===== src/rtl/capture_sequencer.sv =====
// Capture sequencer: arms, triggers a storage write, then drains BYTE_COUNT bytes to a serial transmitter.
// Optional capture timeout is enabled by defining CAPTURE_TIMEOUT_EN.
module capture_sequencer #(
   parameter logic [15:0] BYTE_COUNT     = 16'd1024,
   parameter logic [23:0] TIMEOUT_CYCLES = 24'd1000000
) (
   input  logic       Clock,
   input  logic       Reset,
   input  logic       Arm,
   input  logic       Trigger,
   input  logic       Abort,
   input  logic       DataReadyToSend,
   input  logic       DataValid,
   input  logic [7:0] DataOut,
   input  logic       TxBusy,
   output logic       WriteStrobe,
   output logic       ReadEnable,
   output logic [7:0] TxData,
   output logic       TxStart,
   output logic [2:0] State,
   output logic       Done,
   output logic       Error
);

   typedef enum logic [2:0] {
      IDLE    = 3'd0,
      ARMED   = 3'd1,
      CAPTURE = 3'd2,
      RD_REQ  = 3'd3,
      RD_WAIT = 3'd4,
      TX_SEND = 3'd5,
      TX_WAIT = 3'd6,
      DONE    = 3'd7
   } state_e;

   state_e      state_q, state_d;
   logic [15:0] cnt_q, cnt_d;
   logic [15:0] cnt_inc_c;
   logic [7:0]  tx_data_q, tx_data_d;
   logic        write_strobe_q, write_strobe_d;
   logic        read_enable_q, read_enable_d;
   logic        tx_start_q, tx_start_d;
   logic        done_q, done_d;
   logic        tx_wait_seen_q, tx_wait_seen_d;
`ifdef CAPTURE_TIMEOUT_EN
   logic [23:0] tmo_q, tmo_d;
   logic        error_q, error_d;
`endif

   assign cnt_inc_c = 16'(cnt_q + 16'd1);

   // Next-state and registered-output logic; every pulse is set on the transition into its state.
   always_comb begin
      state_d        = state_q;
      cnt_d          = cnt_q;
      tx_data_d      = tx_data_q;
      write_strobe_d = 1'b0;
      read_enable_d  = 1'b0;
      tx_start_d     = 1'b0;
      done_d         = 1'b0;
      tx_wait_seen_d = 1'b0;
`ifdef CAPTURE_TIMEOUT_EN
      tmo_d          = tmo_q;
      error_d        = error_q;
`endif

      case (state_q)
         IDLE: begin
            if (Arm) begin
               state_d = ARMED;
`ifdef CAPTURE_TIMEOUT_EN
               error_d = 1'b0;
`endif
            end
         end
         ARMED: begin
            if (Trigger) begin
               state_d        = CAPTURE;
               cnt_d          = 16'd0;
               write_strobe_d = 1'b1;
`ifdef CAPTURE_TIMEOUT_EN
               tmo_d          = 24'd0;
`endif
            end
         end
         CAPTURE: begin
            if (DataReadyToSend) begin
               state_d       = RD_REQ;
               read_enable_d = 1'b1;
            end
`ifdef CAPTURE_TIMEOUT_EN
            else if (tmo_q == 24'(TIMEOUT_CYCLES - 24'd1)) begin
               state_d = IDLE;
               error_d = 1'b1;
            end else begin
               tmo_d = 24'(tmo_q + 24'd1);
            end
`endif
         end
         RD_REQ: state_d = RD_WAIT;
         RD_WAIT: begin
            if (DataValid) begin
               tx_data_d = DataOut;
               state_d   = TX_SEND;
            end
         end
         TX_SEND: begin
            if (!TxBusy) begin
               tx_start_d = 1'b1;
               state_d    = TX_WAIT;
            end
         end
         TX_WAIT: begin
            // First TX_WAIT cycle is skipped so the transmitter has time to raise TxBusy.
            tx_wait_seen_d = 1'b1;
            if (tx_wait_seen_q && !TxBusy) begin
               cnt_d = cnt_inc_c;
               if (cnt_inc_c == BYTE_COUNT) begin
                  state_d = DONE;
                  done_d  = 1'b1;
               end else begin
                  state_d       = RD_REQ;
                  read_enable_d = 1'b1;
               end
            end
         end
         DONE:    state_d = IDLE;
         default: state_d = IDLE;
      endcase

      if (Abort) begin
         state_d        = IDLE;
         cnt_d          = 16'd0;
         tx_data_d      = tx_data_q;
         write_strobe_d = 1'b0;
         read_enable_d  = 1'b0;
         tx_start_d     = 1'b0;
         done_d         = 1'b0;
         tx_wait_seen_d = 1'b0;
      end
   end

   always_ff @(posedge Clock) begin
      if (Reset) begin
         state_q        <= IDLE;
         cnt_q          <= 16'd0;
         tx_data_q      <= 8'h00;
         write_strobe_q <= 1'b0;
         read_enable_q  <= 1'b0;
         tx_start_q     <= 1'b0;
         done_q         <= 1'b0;
         tx_wait_seen_q <= 1'b0;
      end else begin
         state_q        <= state_d;
         cnt_q          <= cnt_d;
         tx_data_q      <= tx_data_d;
         write_strobe_q <= write_strobe_d;
         read_enable_q  <= read_enable_d;
         tx_start_q     <= tx_start_d;
         done_q         <= done_d;
         tx_wait_seen_q <= tx_wait_seen_d;
      end
   end

`ifdef CAPTURE_TIMEOUT_EN
   always_ff @(posedge Clock) begin
      if (Reset) begin
         tmo_q   <= 24'd0;
         error_q <= 1'b0;
      end else begin
         tmo_q   <= tmo_d;
         error_q <= error_d;
      end
   end

   assign Error = error_q;
`else
   // Timeout parameter only matters when the timeout feature is built; Error is constant 0.
   assign Error = 1'b0 & (TIMEOUT_CYCLES != 24'd0);
`endif

   assign State       = state_q;
   assign WriteStrobe = write_strobe_q;
   assign ReadEnable  = read_enable_q;
   assign TxData      = tx_data_q;
   assign TxStart     = tx_start_q;
   assign Done        = done_q;

endmodule

===== config.mk =====
export PLATFORM = sky130hd
export DESIGN_NAME = capture_sequencer
export DESIGN_NICKNAME = d
export VERILOG_FILES = /design/src/rtl/capture_sequencer.sv
export SDC_FILE = /design/constraint.sdc
export NUM_CORES = 1
export LEC_CHECK = 0
export BUFFER_PORTS_ARGS = -buffer_cell sky130_fd_sc_hd__buf_4
export CAP_MARGIN = 20
export CORE_UTILIZATION = 47
export DETAILED_ROUTE_END_ITERATION = 10
export GPL_ROUTABILITY_DRIVEN = 0
export PLACE_DENSITY = 0.8
export SYNTH_ARGS = -nofsm -noshare
export SYNTH_HDL_FRONTEND = slang
export SYNTH_SLANG_ARGS = --single-unit

===== constraint.sdc =====
create_clock -name Clock -period 2.1 [get_ports Clock]
set_clock_uncertainty 0.05 [all_clocks]
set_input_delay 0.21 -clock Clock [delete_from_list [all_inputs] [get_ports Clock]]
set_output_delay 0.21 -clock Clock [all_outputs]
set_load 0.01 [all_outputs]

==> Flow_metrics.wiki, run 1 <==
{| class="wikitable"
! Metric !! Value
|-
| Status || complete, no violations
|-
| TritonCTS clock tree || built
|-
| Worst endpoint data arrival time || 2100 ps
|-
| Effective utilization at floorplan || between 40% and 50%
|-
| Floorplan die area || 4151 sq um
|-
| Total number of nets in the final design || between 200 and 300
|-
| Placement Rows || 22
|-
| Most used flip-flop cell after synthesis || dfxtp_1
|-
| Post-DR vias/cell || around 5.7
|-
| Synthesized instance count || 234
|-
| Total of cells resized after clock tree synthesis || 0
|-
| Total clock sinks || 32
|-
| Type of the setup path with the least slack || flop to flop
|-
| Remaining global-route overflow || 0
|-
| Final-layout setup total negative slack || 0 ps
|-
| Unrepaired setup endpoints after global routing || no
|-
| Detailed-route via count || 1,810
|-
| Power per Cell Area || between 500 and 600 nW/um^2
|-
| Number of fillers in the final layout || 351
|-
| Area grow syn2layout || 23.63%
|-
| Count of antenna-violating nets left after detailed routing || 0
|-
| Post-CTS setup buffer count || 0
|-
| Synth warn || 0
|-
| # H-tree levels || 2
|-
| Tightest slew margin relative to the limit || 61.04%
|-
| Number of flip-flops and latches in the synthesized netlist || 32
|-
| Final Hold Fails || 0
|-
| Combinational share of power || 5.9%
|-
| Share of layout cells above drive strength 1 || 22.30%
|-
| Number of endpoints failing setup at the final stage || 0
|-
| Clock-pin slew reported for the worst setup and hold paths after clock tree synthesis || 70 ps
|-
| Number of global-route vias before repair || 1,636
|-
| Count of maximum capacitance violations || 0
|-
| Quantity of I/O buffers inserted on ports || 30
|-
| Seq pwr share || 46.0%
|-
| Critical Path Sink Type || flop
|-
| Number of antenna violations at the first check in global routing || 0
|-
| Clock root cell || clkbuf_8
|-
| Overall fraction of global-route tracks in use || between 20% and 30%
|-
| Cell area after synthesis || 1832 sq um
|-
| Worst Max-Slew Pin Slew || 583.9 ps
|-
| Antenna diode instance count || 0
|-
| Pins Over Slew Limit || 0
|-
| Portion of the post-synthesis area used by sequential elements || a little over a third
|-
| Peak VDD IR || between 0.4 and 0.5 mV
|-
| Number of DRC violations after detailed routing || 0
|-
| Clock Path Buffers || 2
|-
| Per-cell routed wire length || 13.71 microns
|-
| Net switching power figure || 0.2644 mW
|-
| Fraction of synthesis flops using an asynchronous set or reset pin || 0%
|-
| Post-CTS Hold Fix Bufs || 0
|-
| Required time at the worst-slack endpoint || 2230 ps
|-
| Clock latency at the later pin of the worst-skew pair || 290 ps
|-
| CTS buffer count || 5
|-
| Kind of launch point of the worst setup path || flop
|-
| Fmax || 0.5069 GHz
|-
| Shortest clock period the worst path allows after layout || 1973 ps
|-
| Pin count of the biggest net entering global routing || 21
|-
| Static Leak || 0.8840 nW
|-
| Cell-internal power || 1.064 mW
|-
| Average size of a mapped cell || between 7 and 8 sq um
|-
| Wirelength, routed || 4.345 mm
|-
| Number of flops mapped to enable cells by yosys || 0
|-
| Switching share of total power || around a fifth
|-
| Hold/Removal Path Class || input pin to flop
|-
| Number of primary I/O pins || 32
|-
| Setup slack after placement || 134.1 ps
|-
| Worst setup slack after layout || ~130 ps
|-
| Standard cell core area || between 3000 and 4000 sq um
|-
| Global-route wire length before repair || approximately 7.5 mm
|-
| Post-synth cell types || 48
|-
| Clk pwr share || about half
|-
| Period utilization || between 90% and 100%
|-
| DIE HEIGHT || approximately 64 microns
|-
| DRT Pass-1 Iters || 4
|-
| Initial drt markers || 94
|-
| Biggest fanout along the worst timing path || 10
|-
| Post-DP HPWL || ~3.2 mm
|-
| Nets in the synthesized netlist || about 260
|-
| Final hold slack || ~71 ps
|-
| Chip width || between 60 and 70 microns
|}
[metal layers]
| layer | wire length (microns) | global-route usage, % | part of all wire [%] |
|---|---|---|---|
| met1 | 2059 | 28.84 | 47 |
| met2 | 2008 | 38.55 | 46 |
| met3 | 245 | 7.394 | 5.6 |
| met4 | 31 | 8.056 | 0.71 |
| met5 | 0 | 0 | 0 |
[power by group through the flow]
stage          Clock, mW  Sequential (mW)  Combinational [mW]
3_3_place_gp           0            0.624              0.0768
3_5_place_dp           0            0.624              0.0784
5_1_grt            0.698            0.610              0.0874
4_1_cts            0.660            0.611              0.0787
2_1_floorplan          0            0.626              0.0395
6_report           0.639            0.611              0.0786
[synth_stat cells (2+ instances only)]
master	n	area, sq um
nor3_1	7	35.03
buf_4	3	22.52
a31oi_1	3	18.77
o21ai_0	16	80.08
nor2b_1	3	18.77
mux2i_1	2	20.02
nand2b_1	2	12.51
dfxtp_1	32	640.6
nand3b_1	2	15.01
nor4b_2	2	30.03
and4_1	4	35.03
o211a_1	2	20.02
a311oi_1	4	35.03
o31ai_1	2	15.01
a211oi_1	4	30.03
ha_1	6	75.07
nand4_2	2	25.02
nor4_1	7	43.79
or3_1	2	12.51
nand3_1	7	35.03
or2_2	2	12.51
nand2_1	28	105.1
a21oi_1	25	125.1
nor2_1	20	75.07
a211o_1	2	17.52
clkbuf_1	7	26.28
buf_2	4	20.02
nand4b_1	4	35.03
nand4_1	3	18.77
and2_1	2	12.51
inv_1	8	30.03
[registers in the layout, summed over array words and instances, names as in the netlist]
register,flops
TxStart,1
TxData,8
cnt_q,16
Done,1
WriteStrobe,1
ReadEnable,1
State,3
tx_wait_seen_q,1
[worst paths after layout]
path	startpoint	cells after the start	endpoint	slack [ps]
worst max-delay path	cnt_q[2]	5	ReadEnable	130
worst min-delay path	TxBusy	2	TxStart	70
worst max register to register	cnt_q[2]	5	ReadEnable	130
worst min register to register	TxData[0]	2	TxData[0]	410
[worst max-delay path: stages, from the launching register on]
cell	delay [ps]
dfxtp_1	510
nand4_2	230
nor3_1	220
o21bai_1	80
a2111o_1	470
o31a_1	310
[metrics by stage]
| step | util (%) | cells | power, mW | instance area, sq um |
|---|---|---|---|---|
| 2_1_floorplan | - | 234 | 0.6652 | 1832 |
| 6_report | 61.40 | 317 | 1.329 | 2265 |
| 3_5_place_dp | 57.77 | 309 | 0.7027 | 2131 |
| 3_3_place_gp | 57.77 | 309 | 0.7011 | 2131 |
| 5_1_grt | 61.40 | 317 | 1.396 | 2265 |
| 4_1_cts | 61.19 | 317 | 1.350 | 2257 |
[layout by cell type (no fill, tap or decap), drive strengths merged, types with 3 or more instances in the layout]
cell type  count
a311oi         4
dfxtp         32
buf           43
clkbuf         7
inv            8
and4           4
nor3           7
a21oi         25
nor2b          3
nand4          5
nand3          7
nand4b         4
nor2          20
nand2         28
a31oi          3
a211oi         4
nor4           7
o21ai         16
ha             6
[cells by family (layout without fill, tap and decap cells)]
group	Yosys count	in the layout	share of synthesized area, %
adder cells (fa/ha/maj)	6	6	4.098
XOR/XNOR	1	1	0.4782
buffers and inverters	24	59	6.216
other	1	1	0.2047
AND/OR/NAND/NOR	100	100	29.78
AO/OA/AOI/OAI	68	68	23.16
multiplexers	2	2	1.093
flip-flops	32	32	34.97
[area by class of cell]
| cell class | instances | area, sq um | share of cell area (%) |
|---|---|---|---|
| clock inverter | 1 | 30.03 | 1.326 |
| multi-input combinational | 178 | 1084 | 47.85 |
| timing repair buffer | 43 | 322.8 | 14.25 |
| clock buffer | 7 | 96.34 | 4.254 |
| inverter | 8 | 30.03 | 1.326 |
| tap | 48 | 60.06 | 2.652 |
| sequential | 32 | 641.9 | 28.34 |
Note: power is estimated with default switching activity, not from simulation.
==> inputs of run 2 (changes only) <==
--- a/config.mk
+++ b/config.mk
@@ -5,7 +5,7 @@
 export SDC_FILE = /design/constraint.sdc
 export NUM_CORES = 1
 export LEC_CHECK = 0
-export BUFFER_PORTS_ARGS = -buffer_cell sky130_fd_sc_hd__buf_4
+export BUFFER_PORTS_ARGS = -buffer_cell sky130_fd_sc_hd__buf_2
 export CAP_MARGIN = 20
 export CORE_UTILIZATION = 47
 export DETAILED_ROUTE_END_ITERATION = 10
==> run 2 against run 1 <==
Effect of this change: sequential power is essentially flat; register-to-register slack about the same; highest routed layer unchanged; routed wire length barely moved; die area is the same; sequential share of layout area grew 0.91 points; largest cell class unchanged; clock power fell by 10%; critical path type unchanged; global-route usage fell by 0.70 points.
==> Flow_metrics.wiki, run 2 (synthesis gave the netlist of run 1 again) <==
{| class="wikitable"
! Metric !! Value
|-
| Status || complete, no violations
|-
| Count of antenna-violating nets left after detailed routing || 0
|-
| Clock latency at the later pin of the worst-skew pair || 280 ps
|-
| Detailed-route via count || 1,851
|-
| Most frequent standard cell in the layout excluding fill and tap cells || dfxtp_1
|-
| Final-layout setup total negative slack || 0 ps
|-
| Post-CTS Hold Fix Bufs || 0
|-
| Setup slack after placement || 119.8 ps
|-
| Post-DR vias/cell || 5.784
|-
| Sequential cell area || ~640 sq um
|-
| Total clock sinks || 32
|-
| Static Leak || 0.8717 nW
|-
| Critical Path Max Stage Delay || 520 ps
|-
| Worst setup slack after layout || ~120 ps
|-
| Clock Path Buffers || 2
|-
| Post-DP HPWL || 3.160 mm
|-
| Remaining global-route overflow || 0
|-
| Buf/Inv on CP || 0
|-
| Number of DRC violations after detailed routing || 0
|-
| Power per Cell Area || 570.9 nW/um^2
|-
| Number of global-route vias before repair || 1,622
|-
| Total number of nets in the final design || 293
|-
| Clock-pin slew reported for the worst setup and hold paths after clock tree synthesis || 70 ps
|-
| Unrepaired setup endpoints after global routing || no
|-
| Share of layout cells above drive strength 1 || 22.79%
|-
| Number of endpoints failing setup at the final stage || 0
|-
| Clk pwr share || 45.7%
|-
| Shortest clock period the worst path allows after layout || 1976 ps
|-
| Global-route wire length before repair || 7.327 mm
|-
| DIE HEIGHT || 64.43 microns
|-
| Seq pwr share || 48.9%
|-
| Quantity of I/O buffers inserted on ports || 30
|-
| Most used cells in the layout excluding fill and tap cells || dfxtp_1 (32), buf_2 (30), nand2_1 (28)
|-
| DRT Pass-1 Iters || 4
|-
| Period utilization || 94.11%
|-
| Top layer reached by signal wires || met4
|-
| Wirelength, routed || 4.341 mm
|-
| CTS buffer count || 5
|-
| Hold Crit Depth || 2
|-
| Met1 wire length || between 1.5 and 2 mm
|-
| Area grow syn2layout || 19.54%
|-
| FF-to-FF path depth || 5
|-
| Number of antenna violations at the first check in global routing || 0
|-
| TritonCTS clock tree || built
|-
| Peak VDD IR || 0.7521 mV
|-
| Cell-internal power || 0.9866 mW
|-
| Switching share of total power || between 20% and 30%
|-
| # H-tree levels || 2
|-
| Number of primary I/O pins || 32
|-
| Overall fraction of global-route tracks in use || between 20% and 30%
|-
| Worst flop-to-flop path startpoint || cnt_q[2]
|-
| Final Hold Fails || 0
|-
| Placement Rows || 22
|-
| Antenna diode instance count || 0
|-
| Fmax || 0.5060 GHz
|-
| Effective utilization at floorplan || roughly half
|-
| Type of the setup path with the least slack || flop to flop
|-
| Slowest CP cell || dfxtp_1
|-
| Met3 wire length || 335 microns
|-
| Internal reg-to-reg setup slack || 120 ps
|-
| Combinational share of power || approximately 5.3%
|-
| Top delay family on crit path || compound AO/OA/AOI/OAI gates
|-
| Pins Over Slew Limit || 0
|-
| Clock root cell || clkbuf_8
|-
| Floorplan die area || 4151 sq um
|-
| Hold/Removal Path Class || input pin to flop
|-
| Crit path cell chain || and4_1 -> nand2_1 -> xnor2_1 -> a2111o_1 -> o31a_1
|-
| Routed length on met2 || 1.967 mm
|-
| Worst endpoint data arrival time || between 2000 and 2500 ps
|-
| Biggest fanout along the worst timing path || 10
|-
| Pin count of the biggest net entering global routing || 21
|-
| Per-cell routed wire length || 13.57 microns
|-
| Destination of the worst register-to-register timing path || ReadEnable
|-
| Hold Crit Start || TxBusy
|-
| Chip width || 64.43 microns
|-
| Kind of launch point of the worst setup path || flop
|-
| Count of maximum capacitance violations || 0
|-
| Worst Hold Endpoint || TxStart
|-
| Required time at the worst-slack endpoint || 2220 ps
|-
| Register bank with the most flops || cnt_q
|-
| Critical Path Sink Type || flop
|-
| Initial drt markers || between 100 and 150
|-
| Net switching power figure || 0.2634 mW
|-
| Multi-input gate area in the final layout || approximately 1100 sq um
|-
| Number of fillers in the final layout || 334
|-
| Largest register FFs || 16
|-
| Standard cell core area || 3689 sq um
|}
run 2: worst reg2reg max path, cell delays in order (launching register included):
cell and delay, ps:
dfxtp_1 520, and4_1 310, nand2_1 120, xnor2_1 140, a2111o_1 400, o31a_1 320
run 2: per-layer routing:
metal / GRT usage, % / vias to the layer above
met2: 37.89 / 72
met1: 28.09 / 837
met5: 0 / -
met3: 5.282 / 6
li1: - / 936
met4: 9.444 / 0
run 2: cell type report:
class,count,area share [%]
clock buffers,6,3.314
clock inverters,2,1.600
inverters,8,1.371
multi-input cells,178,49.37
flip-flops and latches,32,29.26
well taps,48,2.743
repair buffers,46,12.34
run 2: stage by stage:
stage | utilization (%) | hold slack (ps) | instance area, sq um | std cells | power (mW)
after floorplan | - | 237.1 | 1832 | 234 | 0.6652
after global placement | 56.14 | 391.1 | 2071 | 311 | 0.6896
after detailed placement | 56.14 | 394.2 | 2071 | 311 | 0.6912
after CTS | 59.06 | 98.37 | 2178 | 319 | 1.261
after global routing | 59.36 | 103.0 | 2190 | 320 | 1.307
final | 59.36 | 107.8 | 2190 | 320 | 1.250
run 2: repair_timing:
action,4_1_cts,5_1_grt
endpoints found under the setup margin,0,11
buffers inserted,0,1
resized for setup,0,2
run 2: power groups by stage:
stage | clock network (mW) | registers (mW) | logic (mW)
5_1_grt | 0.620 | 0.612 | 0.0745
2_1_floorplan | 0 | 0.626 | 0.0395
4_1_cts | 0.583 | 0.612 | 0.0662
3_5_place_dp | 0 | 0.625 | 0.0658
3_3_place_gp | 0 | 0.625 | 0.0646
6_report | 0.572 | 0.612 | 0.0666
run 2: worst max-delay path by stage:
stage                   from          to  cells past startpoint
floorplan           cnt_q[0]  ReadEnable                      6
global placement    State[0]   cnt_q[11]                      7
CTS                 cnt_q[0]  ReadEnable                      7
global route        cnt_q[3]  ReadEnable                      5
finish              cnt_q[2]  ReadEnable                      5
detailed placement  cnt_q[0]  ReadEnable                      7
==> inputs of run 3 (changes only) <==
--- a/config.mk
+++ b/config.mk
@@ -7,9 +7,11 @@
 export LEC_CHECK = 0
 export BUFFER_PORTS_ARGS = -buffer_cell sky130_fd_sc_hd__buf_2
 export CAP_MARGIN = 20
+export CORE_MARGIN = 4
 export CORE_UTILIZATION = 47
 export DETAILED_ROUTE_END_ITERATION = 10
 export GPL_ROUTABILITY_DRIVEN = 0
+export MAX_ROUTING_LAYER = met4
 export PLACE_DENSITY = 0.8
 export SYNTH_ARGS = -nofsm -noshare
 export SYNTH_HDL_FRONTEND = slang
==> run 3 against run 2 <==
Effect of this change: worst setup slack got worse by 4.0 ps; register-to-register slack about the same; sequential power about the same; flip-flop and latch count unchanged; critical path depth unchanged; combinational power decreased by 2%; critical path type unchanged; largest cell class unchanged.
==> Flow_metrics.wiki, run 3 (synthesis gave the netlist of run 1 again) <==
{| class="wikitable"
! Metric !! Value
|-
| Total clock sinks || 32
|-
| Number of fillers in the final layout || 330
|-
| Most congested layer reported by global routing || met2
|-
| Count of antenna-violating nets left after detailed routing || 0
|-
| Standard cell core area || 3716 sq um
|-
| Most used cells in the layout excluding fill and tap cells || dfxtp_1 (32), buf_2 (30), nand2_1 (28)
|-
| Met1 track demand over resource || 22.31%
|-
| Shortest clock period the worst path allows after layout || just under 2000 ps
|-
| Design Area, Final || roughly 2200 sq um
|-
| Number of endpoints failing setup at the final stage || 0
|-
| Post-DP HPWL || 3.303 mm
|-
| FF-to-FF path depth || 5
|-
| Kind of launch point of the worst setup path || flop
|-
| Initial drt markers || 87
|-
| Met2 track utilization from global routing || about a third
|-
| Number of antenna violations at the first check in global routing || 0
|-
| Wirelength, routed || 4.552 mm
|-
| Chip width || 70.43 microns
|-
| Clock root cell || clkbuf_8
|-
| Hold Crit Depth || 3
|-
| Static Leak || 0.8826 nW
|-
| Worst Hold Endpoint || TxData[2]
|-
| Largest register FFs || 16
|-
| Most frequent standard cell in the layout excluding fill and tap cells || dfxtp_1
|-
| Final-layout setup total negative slack || 0 ps
|-
| Pin count of the biggest net entering global routing || 21
|-
| Register bank with the most flops || cnt_q
|-
| Period utilization || 94.30%
|-
| Detailed-route via count || 1,818
|-
| Final Hold Fails || 0
|-
| Biggest fanout along the worst timing path || 10
|-
| Number of DRC violations after detailed routing || 0
|-
| CTS buffer count || 5
|-
| Destination of the worst register-to-register timing path || ReadEnable
|-
| Antenna diode instance count || 0
|-
| Worst endpoint data arrival time || 2110 ps
|-
| Clock latency at the later pin of the worst-skew pair || 290 ps
|-
| Power per Cell Area || 572.7 nW/um^2
|-
| Switching share of total power || 21.91%
|-
| Fmax || a little over 0.5 GHz
|-
| # H-tree levels || 2
|-
| Number of global-route vias before repair || 1,690
|-
| Remaining global-route overflow || 0
|-
| Internal reg-to-reg setup slack || 120 ps
|-
| Per-cell routed wire length || about 14 microns
|-
| Post-CTS setup buffer count || 0
|-
| Effective utilization at floorplan || 49.29%
|-
| Type of the setup path with the least slack || flop to flop
|-
| Status || complete, no violations
|-
| Net switching power figure || approximately 0.28 mW
|-
| Post-Place Cell Area || 2086 sq um
|-
| Pins Over Slew Limit || 0
|-
| Count of maximum capacitance violations || 0
|-
| Post-DR vias/cell || ~5.7
|-
| Met3 Usage GRT || 5.755%
|-
| Worst flop-to-flop path startpoint || cnt_q[3]
|-
| Hold Crit Start || DataOut[2]
|-
| Clock Path Buffers || 2
|-
| Clk pwr share || 46.4%
|-
| Unrepaired setup endpoints after global routing || no
|-
| Total of cells resized after clock tree synthesis || 0
|-
| Cell-internal power || 0.9854 mW
|-
| Share of layout cells above drive strength 1 || 23.08%
|-
| Quantity of I/O buffers inserted on ports || 30
|-
| DIE HEIGHT || approximately 70 microns
|-
| Area grow syn2layout || 20.29%
|-
| Global-route wire length before repair || around 7.7 mm
|-
| Critical Path Sink Type || flop
|-
| Number of primary I/O pins || 32
|-
| Placement Rows || 22
|-
| Combinational share of power || 5.2%
|-
| Post-CTS Hold Fix Bufs || 0
|-
| Overall fraction of global-route tracks in use || between 10% and 20%
|-
| Peak VDD IR || 0.2288 mV
|-
| Seq pwr share || a little under 50%
|-
| Hold/Removal Path Class || input pin to flop
|-
| DRT Pass-1 Iters || 4
|-
| Total number of nets in the final design || 294
|-
| Required time at the worst-slack endpoint || 2230 ps
|-
| Clock-pin slew reported for the worst setup and hold paths after clock tree synthesis || 70 ps
|-
| TritonCTS clock tree || built
|-
| Floorplan die area || between 4000 and 5000 sq um
|}
-- run 3: changes by cell type in the layout (fill, tap and decap cells not counted), sizes merged --
cell / delta
clkinvlp: +1
clkbuf: -1
buf: +1
-- run 3: power groups by stage --
stage	combinational [mW]	clock (mW)	sequential, mW
2_1_floorplan	0.0395	0	0.626
3_3_place_gp	0.0638	0	0.625
3_5_place_dp	0.0646	0	0.625
4_1_cts	0.0651	0.604	0.611
5_1_grt	0.0735	0.628	0.611
6_report	0.0654	0.585	0.611
-- run 3: worst max-delay path by stage --
stage | startpoint | to | slack (ps)
final | cnt_q[3] | ReadEnable | 120
after global routing | cnt_q[0] | ReadEnable | 10
after CTS | cnt_q[0] | ReadEnable | 140
after detailed placement | cnt_q[0] | ReadEnable | 160
after global placement | cnt_q[0] | ReadEnable | 200
after floorplan | cnt_q[0] | ReadEnable | 70
-- run 3: worst max-delay path, cell delays in order, from the launching register on --
cell,delay (ps)
dfxtp_1,500
nand4_2,240
nor3_1,230
o21bai_1,80
a2111o_1,470
o31a_1,310
-- run 3: layer usage --
metal | vias up | routed length (microns)
met2 | 55 | 2166
met4 | 0 | 53
met3 | 6 | 308
met1 | 825 | 2023
li1 | 932 | -
met5 | - | 0
-- run 3: through the flow --
stage | instances | hold WS (ps) | util (%) | total power [mW] | worst slack [ps]
floorplan | 234 | 237.1 | - | 0.6652 | 65.52
global placement | 313 | 390.3 | 56.13 | 0.6889 | 202.8
detailed placement | 313 | 394.8 | 56.13 | 0.6897 | 156.3
CTS | 321 | 92.85 | 59.12 | 1.280 | 144.4
global route | 321 | 106.3 | 59.29 | 1.313 | 11.87
finish | 321 | 100.9 | 59.29 | 1.262 | 119.8
-- run 3: layout make-up --
type                            instances  area, sq um  share of cell area [%]
Clock buffer                            5        68.82                   3.123
Clock inverter                          3        42.54                   1.931
Inverter                                8        30.03                   1.363
Multi-Input combinational cell        178         1084                   49.18
Sequential cell                        32        640.6                   29.07
Tap cell                               48        60.06                   2.726
Timing Repair Buffer                   47        277.8                   12.61
